<file path="config.mk">
export PLATFORM = sky130hd
export DESIGN_NAME = alu_share_arb
export DESIGN_NICKNAME = d
export VERILOG_FILES = /design/src/rtl/alu_share_arb.sv
export SDC_FILE = /design/constraint.sdc
export NUM_CORES = 1
export LEC_CHECK = 0
export ABC_CLOCK_PERIOD_IN_PS = 2300
export CORE_AREA = 2 2 121 123
export DETAILED_ROUTE_END_ITERATION = 6
export DIE_AREA = 0 0 123 125
export DONT_BUFFER_PORTS = 1
export SETUP_SLACK_MARGIN = 0.02
export SLEW_MARGIN = 20
export SYNTH_ARGS = -nofsm -noshare
export SYNTH_HDL_FRONTEND = slang
export SYNTH_SLANG_ARGS = --single-unit
</file>
<file path="constraint.sdc">
create_clock -name clk -period 2.3 [get_ports clk]
set_clock_uncertainty 0.1 [all_clocks]
set_input_delay 0.575 -clock clk [delete_from_list [all_inputs] [get_ports clk]]
set_output_delay 0.575 -clock clk [all_outputs]
set_load 0.05 [all_outputs]
</file>
<file path="src/rtl/alu_share_arb.sv">
// alu_share_arb: round-robin sharing of one add/compare ALU slice between
//   requester 0 (execute) and requester 1 (AGU/LSU). Each requester has a
//   valid/ready request channel and a one-entry registered response slot.
// Ports: req_* per-requester requests (packed, requester 0 in low bits),
//   rsp_* per-requester response slots, alu_* drive to / results from the
//   shared slice.
// Latency: result visible in the slot one cycle after acceptance.
// Backpressure: a requester whose slot is full and not draining is skipped
//   without blocking the other requester.
module alu_share_arb #(
  parameter int XLEN = 32
) (
  input  logic              clk,
  input  logic              rst,
  input  logic [1:0]        req_valid,
  output logic [1:0]        req_ready,
  input  logic [1:0]        req_op,
  input  logic [2*XLEN-1:0] req_a,
  input  logic [2*XLEN-1:0] req_b,
  input  logic [5:0]        req_lsx,
  output logic [1:0]        rsp_valid,
  output logic [2*XLEN-1:0] rsp_data,
  input  logic [1:0]        rsp_ready,
  output logic [XLEN-1:0]   alu_a,
  output logic [XLEN-1:0]   alu_b,
  output logic [2:0]        alu_lsx,
  input  logic [XLEN-1:0]   alu_add_o,
  input  logic              alu_cmp_o
);

  logic [1:0]        elig;
  logic [1:0]        grant;
  logic              sel_op;
  logic [XLEN-1:0]   result;
  logic              ptr_q, ptr_d;
  logic [1:0]        rsp_valid_q, rsp_valid_d;
  logic [2*XLEN-1:0] rsp_data_q, rsp_data_d;

  // A full slot can take a new result only in the cycle it is being drained.
  assign elig = req_valid & (~rsp_valid_q | rsp_ready);

  // Pointer only matters on a tie; otherwise the lone eligible requester wins.
  always_comb begin
    grant = elig;
    if (elig == 2'b11) begin
      grant = ptr_q ? 2'b10 : 2'b01;
    end
  end

  assign req_ready = grant;

  // Slice operands come only from the granted requester; idle drives zero.
  always_comb begin
    alu_a   = '0;
    alu_b   = '0;
    alu_lsx = '0;
    sel_op  = 1'b0;
    if (grant[0]) begin
      alu_a   = req_a[XLEN-1:0];
      alu_b   = req_b[XLEN-1:0];
      alu_lsx = req_lsx[2:0];
      sel_op  = req_op[0];
    end else if (grant[1]) begin
      alu_a   = req_a[2*XLEN-1:XLEN];
      alu_b   = req_b[2*XLEN-1:XLEN];
      alu_lsx = req_lsx[5:3];
      sel_op  = req_op[1];
    end
  end

  assign result = sel_op ? {{(XLEN-1){1'b0}}, alu_cmp_o} : alu_add_o;

  // Acceptance refills the slot even when it is draining the same cycle;
  // a drain without refill clears valid but keeps the old data.
  always_comb begin
    ptr_d       = ptr_q;
    rsp_valid_d = rsp_valid_q;
    rsp_data_d  = rsp_data_q;
    if (grant[0]) begin
      ptr_d                   = 1'b1;
      rsp_valid_d[0]          = 1'b1;
      rsp_data_d[XLEN-1:0]    = result;
    end else if (rsp_ready[0]) begin
      rsp_valid_d[0]          = 1'b0;
    end
    if (grant[1]) begin
      ptr_d                   = 1'b0;
      rsp_valid_d[1]          = 1'b1;
      rsp_data_d[2*XLEN-1:XLEN] = result;
    end else if (rsp_ready[1]) begin
      rsp_valid_d[1]          = 1'b0;
    end
  end

  always_ff @(posedge clk) begin
    if (rst) begin
      ptr_q       <= 1'b0;
      rsp_valid_q <= '0;
      rsp_data_q  <= '0;
    end else begin
      ptr_q       <= ptr_d;
      rsp_valid_q <= rsp_valid_d;
      rsp_data_q  <= rsp_data_d;
    end
  end

  assign rsp_valid = rsp_valid_q;
  assign rsp_data  = rsp_data_q;

endmodule

</file>
* Word-level counts from Yosys, hierarchy flattened
Cells that the tools add are included.
** Word-level totals
- Bits in registers :: 67
- Bits in latches :: 0
- RAM bits :: 0
- Memory bits (read-only) :: 0
- Input port bits :: 175
- Output and inout bits :: 135
- Logic and storage cells :: 27
- Memories kept :: 0
** Cells by class
- Add/sub/neg operators :: 0
- Multipliers :: 0
- Divide/modulo/power cells :: 0
- $lt $le $gt $ge :: 0
- Equal/unequal tests :: 1
- Shift-type cells :: 0
- Multiplexer cells :: 15
- Bitwise logic cells :: 3
- Reduce and logical (&&, ||, !) cells :: 3
** Operators with widths (number)
- 2-to-1 mux 32 bit :: 5
- 2-to-1 mux 1 bit :: 6
- 2-to-1 mux 3 bit :: 2
- 2-to-1 mux 2 bit :: 2
- nonzero test 2 bit :: 2
- bitwise AND 2 bit :: 1
- equality test 2 bit, second input constant :: 1
- inverter 2 bit :: 1
- OR 2 bit :: 1
- OR reduction 2 bit :: 1

* Logic depth before layout (Yosys ltp)
Gate-level depths: netlist of run 1.
- Depth after elaboration :: 8
- Gate-level depth with buffers :: 8

* Worst setup path after synthesis of run 1
Ideal clock, no wire load.
- Path kind :: register -> output
- From :: register rsp_valid_q[0] (netlist: rsp_valid[0])
- To :: output alu_a[22]
- Arrival time :: 2.089 ns
- Slack :: -0.464 ns
- Cell stages (with the launch flop) :: 8
- Buffers on the path :: 2
- Path through :: dfxtp_1 > nor2b_1 > or3_4 > nand3_2 > inv_2 > buf_6 > buf_2 > a22o_1
** Between the ends
- Cells in the longest elaborated chain, start to end :: 7
** Ends and longest elaborated chain
- start: declaration :: line 36 : logic [1:0] rsp_valid_q, rsp_valid_d;
- start signal: assignment :: line 102 : rsp_valid_q <= rsp_valid_d;
- inverter 2 bit :: line 40 : assign elig = req_valid & (~rsp_valid_q | rsp_ready);
- OR 2 bit :: line 40
- bitwise AND 2 bit :: line 40
- equality test 2 bit :: line 45 : if (elig == 2'b11) begin
- 2-to-1 mux 2 bit :: line 45
- net req_ready[1] :: line 16 : output logic [1:0] req_ready,
- 2-to-1 mux 32 bit :: line 63 : end else if (grant[1]) begin
- 2-to-1 mux 32 bit :: line 58 : if (grant[0]) begin
- end: declaration :: line 24 : output logic [XLEN-1:0] alu_a,
The timed path passes the listed nets, and every way through them passes these cells.

* Final worst setup path of run 1
- From :: register rsp_valid_q[0] (netlist: rsp_valid[0])
- To :: output alu_lsx[2]
** Between the ends
- Cells in the longest elaborated chain, start to end :: 7
** Ends and longest elaborated chain
- inverter 2 bit * :: line 40
- OR 2 bit * :: line 40
- bitwise AND 2 bit * :: line 40
- equality test 2 bit :: line 45
- 2-to-1 mux 2 bit * :: line 45
- 2-to-1 mux 3 bit :: line 63
- 2-to-1 mux 3 bit * :: line 58
- end: declaration :: line 26 : output logic [2:0] alu_lsx,
Every way passes the cells marked *; elsewhere a longest branch is shown, timed or not.

==> results of run 1 <==
[worst max path at each step]
stage,start,to,slack [ns],cells after the start
final,rsp_valid[0],alu_lsx[2],-0.21,7
after global routing,rsp_valid[0],alu_lsx[2],-0.27,7
after CTS,rsp_valid[0],alu_b[7],-0.23,7
after detailed placement,req_valid[0],alu_a[17],-0.08,7
after global placement,req_valid[0],alu_a[17],-0.08,7
after floorplan,rsp_ready[1],alu_a[11],-0.09,7
[per-stage QoR]
stage          hold WS (ns)  worst slack [ns]  cell area (um2)
6_report              0.207            -0.208             5170
5_1_grt               0.184            -0.265             5170
4_1_cts               0.188            -0.231             5120
3_5_place_dp          0.363           -0.0800             4530
3_3_place_gp          0.364           -0.0786             4530
2_1_floorplan         0.350           -0.0946             3520
[cell type report]
cell class              count  area [um2]  share of cell area
multi-input cells         271        2120               0.409
clock buffers               9         225              0.0435
clock inverters             7         146              0.0283
inverters                   3        33.8             0.00653
flip-flops and latches     67        1340               0.260
well taps                 184         230              0.0445
repair buffers             61        1080               0.208
[cells by family (layout without fill, tap and decap cells)]
group	Yosys count	count (layout)	share of synthesized area
buffers and inverters	44	80	0.0601
DFF	67	67	0.411
and+or+nand+nor	135	135	0.236
AOI/OAI and AO/OA	135	135	0.290
muxes	1	1	0.00306
[state kept, by name, indices dropped and copies added (netlist names)]
name	flops
rsp_valid	2
rsp_data	64
ptr_q	1
[cell usage in the layout (no fill, tap or decap), drive strengths merged]
cell / Yosys / layout
dfxtp: 67 / 67
a22o: 67 / 67
a21oi: 65 / 65
nand2: 64 / 64
nand3b: 62 / 62
buf: 20 / 61
clkbuf: 21 / 9
inv: 3 / 5
bufinv: 0 / 4
nand3: 3 / 3
nor2: 2 / 2
a211oi: 2 / 2
nand2b: 2 / 2
nor2b: 1 / 1
or3: 1 / 1
a22oi: 1 / 1
mux2i: 1 / 1
clkinv: 0 / 1
[power breakdown]
part	internal (W)	total [W]	switching, W
sequential	0.00121	0.00142	0.000203
clock	0.00118	0.00171	0.000529
combinational	0.000594	0.00138	0.000783
[timing repair]
action	CTS	global route
endpoints found under the setup margin	68	69
pin swaps	7	3
buffers inserted	0	1
gates cloned	2	0
resized for setup	29	6
[metal layers]
metal / share of wire / track usage
met5: 0 / 0
met4: 0.016 / 0.0461
met3: 0.089 / 0.0543
met2: 0.49 / 0.293
met1: 0.40 / 0.211
==> results.md, run 1 <==
- Status: complete, but fails checks
- Failing checks: setup timing
- Total power draw: 0.00450 W
- Iter 0 DRT Violations: approximately 180
- First-pass GRT wire length: 19800 um
- Vias in the first global route: 3115
- RSZ-0062 raised after global routing: yes
- Chip Height: between 100 and 150 um
- Top-area cell type share of the netlist area: 0.411
- H-tree depth: 3
- Largest net degree at the start of global routing: 68
- CP delay by family, top: simple AND/OR/NAND/NOR gates
- Post-Route WL: 14400 um
- Gpl congestion: about 0.8
- Fin. Hold Viols: 0
- Clk_lat worst skew: 0.33 ns
- Endpoints failing setup: 68
- Mean Syn Cell Area: roughly 8.6 um2
- Row Count: 44
- CTS tree: built
- Fmax: 399 MHz
- Worst-case clock buffer depth: 2
- I/O pins: 310
- Die span in x: 123 um
- Synth Instances: 382
- Clock root buffer: clkbuf_16
- Drt drc: 0
- Cell mode on critical path: buf_12
- Hold Path Depth: 1
- # diodes: 0
- Die Area: 15400 um2
- Most area-hungry cell type in the Yosys netlist: dfxtp_1
- DP Cell Count: about 580
- Hold Path Sink: rsp_valid[0]
- Tcrit/Tclk final: 1.09
- Post-synth top cells: a22o_1, dfxtp_1, a21oi_1, nand2_1, nand3b_1
- Crit-path max cell delay: 0.34 ns
- Number of hold buffers added after CTS: 0
- FF-to-FF Start: rsp_valid[0]
- Overflow left after global routing: 0
- Core area: ~14000 um2
- Transition time of the tightest slew-check pin: around 0.57 ns
- Utilization after layout: 0.364
- CP max stage cell: or3_4
- Post-DRT Antenna Nets: 0
- WL/cell: 23.9 um
- Initial Util: 0.230
- Worst setup EP type: output pin
- Via density: 5.36
- Initial antenna violation count: 0
- Post-synth EDFFs: 0
- Clock sinks: 67
- Setup ws final: -0.208 ns
- Leakage: between 1.5 and 2 nW
- HPWL Detailed: 10600 um
- Hold Startpoint: rst
- Main synth FF type: dfxtp_1
- Reg2reg path depth: 8
- Slew Viols, Final: 0
- Syn nets: around 560
- Clock slew at reported path FFs: around 0.060 ns
- MaxCap Viol Count: 0
- DR vias: roughly 3200
- Sequential cell area fraction in the yosys report: 0.411
- R2R Path End: rsp_data[28]
- Startpoint Class: register
- Top cells by area in the synthesized netlist: dfxtp_1, a22o_1, nand3b_1
- Async set-reset flop share out of synthesis: 0
- Synth-to-Final Area Change: 58.4%
- Layout Cells excl Fill: 602
- WP buf/inv: 3
- Reg2Reg Setup Slack: 0.46 ns
- CTS buffer count: 9
- Slew headroom: 0.619
- P per Cell Area: about 870 nW/um2
- Synth Register Bits: 67
- Crit Path Max Fanout: 21
- Synth cell types: 20
- Drt pass-1 iters: 4
- Critical path class: register to output pin
- CP arrival: 1.83 ns
- Required @ worst endpoint: 1.62 ns
- Setup TNS: -10.67 ns
- Ys Warns: 0
- Min Tclk post-route: 2.51 ns
- Gr usage total: 0.173
- Share of cells above drive strength 1: 0.368
- Post-Syn Area: between 3000 and 4000 um2
- Peak VDD IR: approximately 0.67 mV
- Hold Path Class: input port to register
- Nets@finish: 588
- Critical-path cell list: nor2b_1, or3_4, nand3_4, inv_8, buf_12, a22o_2, buf_12
- Port Buffers: 0
- # fillers: 1395
Power figures use the tool's default switching activity.
==> inputs of run 2 (changes only) <==
- CTS_BUF_LIST: unset -> sky130_fd_sc_hd__clkbuf_4 sky130_fd_sc_hd__clkbuf_8
==> results.md, run 2 (synthesis results as in run 1) <==
- Status: complete, but fails checks
- Failing checks: setup timing
- Total power draw: 0.00411 W (-8.6%)
- Clock sinks: 67 (unchanged)
- P per Cell Area: 812 nW/um2 (-6.6%)
- Min Tclk post-route: 2.53 ns (+0.0173 ns)
- Crit-path max cell delay: 0.34 ns (about the same)
- I/O pins: 310 (unchanged)
- Drt pass-1 iters: 4 (unchanged)
- Most frequent cells in the layout: a21oi_1, dfxtp_1, nand2_1
- CP arrival: 1.85 ns (+0.02 ns)
- Port Buffers: 0 (unchanged)
- Tcrit/Tclk final: 1.10 (+0.00750)
- Critical-path cell list: nor2b_1, or3_4, nand3_4, inv_8, buf_12, a22o_2, buf_12
- H-tree depth: 3 (unchanged)
- Via density: 5.37 (+0.19%)
- Hold Startpoint: rst
- Setup crit start: rsp_valid[0]
- WL/cell: 23.9 um (about the same)
- Transition time of the tightest slew-check pin: 0.585 ns (+0.0139 ns)
- Iter 0 DRT Violations: 164 (-7.9%)
- Initial antenna violation count: 0 (unchanged)
- Worst path depth: 7 (unchanged)
- Max FFs per register: 64 (unchanged)
- Register area: 1340 um2 (unchanged)
- Vias in the first global route: 3110 (-0.16%)
- Reg2reg path depth: 8 (unchanged)
- Nets@finish: 588 (unchanged)
- CP delay by family, top: simple AND/OR/NAND/NOR gates
- CTS buffer count: 9 (unchanged)
- GR peak layer: met2
- R2R Path End: rsp_data[28]
- Reg2Reg Setup Slack: 0.45 ns (about the same)
- Required @ worst endpoint: 1.62 ns (about the same)
- CTS tree: built
- M2 GR Usage: 0.295 (+0.00162)
- Endpoints failing setup: 68 (unchanged)
- Worst-case clock buffer depth: 2 (unchanged)
- MaxCap Viol Count: 0 (unchanged)
- Fin. Hold Viols: 0 (unchanged)
- FF-to-FF Start: rsp_valid[0]
- Die span in x: 123 um (unchanged)
- Overflow left after global routing: 0 (unchanged)
- Setup ws final: -0.225 ns (-0.0173 ns)
- Largest net degree at the start of global routing: 68 (unchanged)
- End of the critical path: alu_lsx[2]
- Crit Path Max Fanout: 21 (unchanged)
- Met1 Use GR: 0.209 (-0.00197)
- Fmax: 396 MHz (-0.68%)
- Post-DRT Antenna Nets: 0 (unchanged)
- Gpl congestion: 0.788 (unchanged)
- Critical path class: register to output pin
- Chip Height: 125 um (unchanged)
- Leakage: 1.90 nW (-2.6%)
- Hold Path Class: input port to register
- WP buf/inv: 3 (unchanged)
- M3 GR Usage: 0.0516 (-0.00274)
- Gr usage total: 0.173 (-0.000471)
- RSZ-0062 raised after global routing: yes
- Post-Route WL: 14400 um (about the same)
- Number of hold buffers added after CTS: 0 (unchanged)
- Clock slew at reported path FFs: 0.08 ns (+0.02 ns)
- Core area: 14200 um2 (unchanged)
- # diodes: 0 (unchanged)
- DR vias: 3232 (+0.19%)
- Clock root buffer: clkbuf_8
- Peak VDD IR: 0.538 mV (-20%)
- Slew headroom: 0.610 (-0.00927)
- Multi-input logic area: 2110 um2 (-0.35%)
- Startpoint Class: register
- Die Area: 15400 um2 (unchanged)
- Clk_lat worst skew: 0.34 ns (about the same)
- Slew Viols, Final: 0 (unchanged)
- First-pass GRT wire length: 19800 um (-0.10%)
- Drt drc: 0 (unchanged)
- Setup TNS: -11.98 ns (-1.31 ns)
- Initial Util: 0.230 (unchanged)
- # fillers: 1406 (+0.79%)
- Share of cells above drive strength 1: 0.368 (unchanged)
- Row Count: 44 (unchanged)
- HPWL Detailed: 10600 um (unchanged)
- Cell mode on critical path: buf_12
- Worst setup EP type: output pin
- Synth-to-Final Area Change: 55.0%
- CP max stage cell: or3_4
[run 2: cell type report]
type                       instances  share of cell area
timing repair buffer              61               0.212
clock inverter                     7              0.0289
tap                              184              0.0455
multi-input combinational        271               0.417
sequential                        67               0.265
inverter                           3             0.00667
clock buffer                       9              0.0245
[run 2: what timing repair did]
item | CTS | global route
resized for setup | 30 | 4
pin swaps | 7 | 3
setup buffers | 0 | 1
cloned | 2 | 0
endpoints found under the setup margin | 69 | 68
[run 2: metal layers]
| metal | wire [um] | share of wire |
|---|---|---|
| met1 | 5630 | 0.39 |
| met2 | 7130 | 0.50 |
| met3 | 1340 | 0.093 |
| met4 | 261 | 0.018 |
| met5 | 0 | 0 |
[run 2: how the worst min path moves through the flow]
stage                         to  slack (ns)  depth (start not counted)
finish              rsp_valid[0]        0.19                          1
global route        rsp_valid[0]        0.15                          1
CTS                 rsp_valid[0]        0.15                          1
detailed placement         ptr_q        0.36                          2
global placement           ptr_q        0.36                          2
floorplan                  ptr_q        0.35                          2
[run 2: per-stage QoR]
| stage | utilization | cells | hold WS [ns] | instance area (um2) | setup slack (ns) |
|---|---|---|---|---|---|
| floorplan | - | 382 | 0.350 | 3520 | -0.0946 |
| global placement | 0.319 | 583 | 0.364 | 4530 | -0.0786 |
| detailed placement | 0.319 | 583 | 0.363 | 4530 | -0.0800 |
| CTS | 0.354 | 601 | 0.147 | 5030 | -0.275 |
| global route | 0.357 | 602 | 0.154 | 5060 | -0.300 |
| finish | 0.357 | 602 | 0.190 | 5060 | -0.225 |
[run 2: power by group]
part / leakage [nW] / internal (W) / switching, W / total [W]
combinational: 1.21 / 0.000592 / 0.000782 / 0.00137
clock: 0.134 / 0.000839 / 0.000485 / 0.00132
sequential: 0.547 / 0.00121 / 0.000204 / 0.00142
total: 1.90 / 0.00264 / 0.00147 / 0.00411
[run 2: worst register-to-register path, delay by kind of cell, from the launching register on]
family          cells  cell delay [ns]
buf+inv             4             0.77
simple gates        3             0.40
flops               1             0.32
compound gates      1             0.18
